$ cat src/rtl/rx_fifo.sv
// rx_fifo: 2**AW x 8 first-word-fall-through receive FIFO.
// Ports: din/din_rdy in, rd pop, ovr_clr; dout, empty, full, count, irq, overrun.
module rx_fifo #(
  parameter int AW     = 4,
  parameter int THRESH = 8
) (
  input  logic        clk,
  input  logic        rst,
  input  logic [7:0]  din,
  input  logic        din_rdy,
  input  logic        rd,
  input  logic        ovr_clr,
  output logic [7:0]  dout,
  output logic        empty,
  output logic        full,
  output logic [AW:0] count,
  output logic        irq,
  output logic        overrun
);

  localparam int DEPTH = 1 << AW;
  localparam logic [AW:0] FULL_C = DEPTH[AW:0];
  localparam logic [AW:0] THR_C  = THRESH[AW:0];

  logic [7:0]    mem [DEPTH];
  logic [AW-1:0] wp;
  logic [AW-1:0] rp;
  logic [AW:0]   cnt;
  logic          ovr;
  logic          pop;
  logic          wr;
  logic          drop;

  assign empty = (cnt == '0);
  assign full  = (cnt == FULL_C);
  assign irq   = (cnt >= THR_C);
  assign count = cnt;
  assign overrun = ovr;
  assign dout  = empty ? 8'h00 : mem[rp];

  // A pop frees a slot on the same edge, so a full FIFO
  // can still accept a byte when the consumer reads.
  assign pop  = rd & ~empty;
  assign wr   = din_rdy & (~full | pop);
  assign drop = din_rdy & ~wr;

  always_ff @(posedge clk) begin
    if (wr) mem[wp] <= din;
  end

  always_ff @(posedge clk or negedge rst) begin
    if (!rst) begin
      wp  <= '0;
      rp  <= '0;
      cnt <= '0;
      ovr <= 1'b0;
    end else begin
      if (wr)  wp <= wp + 1'b1;
      if (pop) rp <= rp + 1'b1;
      unique case (1'b1)
        wr & ~pop: cnt <= cnt + 1'b1;
        pop & ~wr: cnt <= cnt - 1'b1;
        default:   cnt <= cnt;
      endcase
      if (drop)         ovr <= 1'b1;
      else if (ovr_clr) ovr <= 1'b0;
    end
  end

endmodule

$ cat config.mk
export PLATFORM = sky130hd
export DESIGN_NAME = rx_fifo
export DESIGN_NICKNAME = d
export VERILOG_FILES = /design/src/rtl/rx_fifo.sv
export SDC_FILE = /design/constraint.sdc
export NUM_CORES = 1
export LEC_CHECK = 0
export ABC_CLOCK_PERIOD_IN_PS = 5840
export BUFFER_PORTS_ARGS = -buffer_cell sky130_fd_sc_hd__buf_2
export CAP_MARGIN = 10
export CORE_ASPECT_RATIO = 0.7
export CORE_MARGIN = 5
export CORE_UTILIZATION = 35
export CTS_CLUSTER_DIAMETER = 100
export DETAILED_ROUTE_END_ITERATION = 12
export SYNTH_ARGS = -nofsm -noshare
export SYNTH_HDL_FRONTEND = slang
export SYNTH_SLANG_ARGS = --single-unit
$ cat constraint.sdc
create_clock -name clk -period 5.84 [get_ports clk]
set_input_delay 0.584 -clock clk [delete_from_list [all_inputs] [get_ports clk]]
set_output_delay 0.584 -clock clk [all_outputs]
set_load 0.01 [all_outputs]
==> impl_results.md <==
- Final setup violation count: 0
- Fin nets: 366
- Initial antenna violation count: 0
- First-pass GRT wire length: 17300 um
- Status: finished clean
- Post-synth ARST share: 0.09859
- Mapped Cells: 305
- Diode count: 0
- Chip Width: 164.4 um
- Antenna-violating nets left: 0
- RSZ-0062 raised after global routing: no
- Clock root cell: clkbuf_16
- Total core area: 16350 um^2
- Reg clk slew, reported paths: 0.06 ns
- WL met3: 738 um
- H-tree depth: 4
- FILL cells: 1428
- Number of port buffers: 29
- Critical Path Fanout Max: 18
- Max_cap viols: 0
- CTS max path bufs: 2
- Largest net degree at the start of global routing: 36
- Slew @ Worst Pin: 0.9695 ns
- Number of synthesized flops with an enable pin: 128
- Vias post-DR: 2843
- Proportion of layout cells with a drive suffix above 1: 0.2949
- Pwr dens: 501.8 nW/um^2
- Critical path type: reg -> out
- Achievable Freq: 0.3005 GHz
- Main flop type after synthesis: edfxtp_1
- Synth area leader: edfxtp_1
- Syn nets: 327
- Clock Sinks: 142
- Initial core utilization: 0.3571
- Data arrival time at the worst-slack endpoint: 2.74 ns
- Die area: 19400 um^2
- Tmin final: 3.328 ns
- R2R Setup Slk: 3.07 ns
- DR iter-0 viols: 217
- Peak VDD IR: 0.0002179 V
- Total gr overflow: 0
- Gr usage total: 0.1224
- Sequential fraction of the synthesis area: 0.7184
- Postcts setup bufs: 0
- # resized after CTS: 0
- Synth warn: 0
- Syn-to-layout area delta: 16.82%
- Yosys top cell area share: 0.6584
- HPWL after DPL: 7305 um
- CP Launch Type: flip-flop
- Vias in the first global route: 2957
- Residual DRC count: 0
- Worst Clk Skew: 0.009513 ns
- Boundary Pins: 30
- CP endpoint kind: output pin
- Post-Synthesis Cell Area: 5838 um^2
- Seq cells post-synth: 142
- DR WL met2: 4659 um
- Clock buffer count from CTS: 17
- Fin cells: 581
- DR top layer: met4
- DR WL/cell: 18.98 um
- Worst Hold Class: in -> async
- GPL Wtd Cong: 0.7541
- DRT Pass-1 Iters: 5
- Setup TNS Final: 0 ns
- # rows: 39
- DRT Wirelength: 11030 um
- TritonCTS clock tree: yes
- Req. time, crit path: 5.26 ns
- Post-synth cell types: 39
- Largest cells by area after synthesis: edfxtp_1 66%, mux4_2 12%, dfrtp_1 6.0%, a211oi_1 2.1%, ha_1 1.7%
- Cell count after placement: 549
- Pleak: 2.310 nW
- R2R cell count: 9
- Vias per cell: 4.893
- Worst hold slack: 0.07008 ns
- Slew margin rel.: 0.3513
- Fin. Hold Viols: 0
- Clk Latency, worst-skew pair: 0.41 ns
- Die Y: 118.1 um
- CTS Hold Bufs: 0
- Period utilization: 0.5699
- Max-slew violation count: 0
- Total power: 3.423 mW
- Met1 wire length: 5546 um
- Mapped Avg Cell Area: 19.14 um^2
[worst paths after layout]
path / startpoint / to
worst max-delay path: rp[1] / dout[3]
worst min-delay path: rst / rp[3]
worst max register to register: count[1] / count[4]
worst min register to register: overrun / overrun
max in group asynchronous: rst / rp[1]
min in group clk: ovr_clr / overrun
[where the power goes]
part / leakage (nW) / internal (mW) / switching (mW)
sequential: 1.32 / 1.25 / 0.126
combinational: 0.705 / 0.470 / 0.497
clock: 0.282 / 0.672 / 0.408
[registers in the layout, summed over array words and instances, names as in the netlist]
register / count
count: 5
mem: 128
overrun: 1
rp: 4
wp: 4
[logic make-up (layout without fill, tap and decap cells)]
| logic type | Yosys count | count (layout) | synth area share |
|---|---|---|---|
| AO/OA/AOI/OAI | 28 | 28 | 0.03729 |
| XOR/XNOR | 9 | 9 | 0.01350 |
| adder cells (fa/ha/maj) | 9 | 9 | 0.02058 |
| buffers and inverters | 25 | 76 | 0.02164 |
| flip-flops | 142 | 142 | 0.7184 |
| multiplexers | 45 | 45 | 0.1477 |
| AND/OR/NAND/NOR | 47 | 47 | 0.04094 |
[cell usage in the layout (no fill, tap or decap), drive strengths merged, types with 2 or more instances in the layout]
master / instances
a211oi: 16
a21oi: 2
buf: 35
bufinv: 3
clkbuf: 19
clkinv: 5
clkinvlp: 2
dfrtp: 14
edfxtp: 128
ha: 8
inv: 12
mux2: 3
mux2i: 10
mux4: 32
nand2: 7
nand2b: 4
nand3: 2
nor2: 17
nor2b: 8
nor3: 4
o211ai: 2
o21ai: 2
xnor2: 7
xor2: 2
[through the flow]
stage | util | area [um^2] | setup slack, ns
3_5_place_dp | 0.3804 | 6218 | 2.896
4_1_cts | 0.4168 | 6813 | 2.456
2_1_floorplan | - | 5838 | 3.297
6_report | 0.4172 | 6820 | 2.512
5_1_grt | 0.4172 | 6820 | 2.301
3_3_place_gp | 0.3804 | 6218 | 2.944
[cell usage after synthesis, types with 3 or more instances]
| library cell | instances |
|---|---|
| edfxtp_1 | 128 |
| mux4_2 | 32 |
| a211oi_1 | 16 |
| nor2_1 | 16 |
| dfrtp_1 | 14 |
| mux2i_1 | 10 |
| inv_1 | 9 |
| ha_1 | 8 |
| nor2b_1 | 8 |
| nand2_1 | 7 |
| xnor2_1 | 7 |
| buf_2 | 5 |
| nand2b_1 | 4 |
| nor3_1 | 4 |
| buf_1 | 3 |
| buf_4 | 3 |
| clkbuf_1 | 3 |
[cell type report]
| type | count | area (um^2) | area share |
|---|---|---|---|
| Multi-Input combinational cell | 138 | 1518 | 0.2225 |
| Clock buffer | 18 | 429.2 | 0.06292 |
| Inverter | 9 | 33.78 | 0.004953 |
| Clock inverter | 13 | 165.2 | 0.02422 |
| Timing Repair Buffer | 36 | 197.7 | 0.02899 |
| Tap cell | 225 | 281.5 | 0.04128 |
| Sequential cell | 142 | 4195 | 0.6151 |
[per-layer routing]
layer,GRT usage,vias to the layer above
met1,0.1927,1470
met5,0,-
li1,-,1294
met2,0.1578,71
met4,0.04557,0
met3,0.03500,8
[worst max-delay path: stages, from the launching register on]
cell      delay [ns]
dfrtp_2         0.68
buf_4           0.40
mux4_2          0.53
nor2b_1         0.14
a211oi_1        0.27
a211oi_1        0.10
buf_2           0.20
Power figures use the tool's default switching activity.
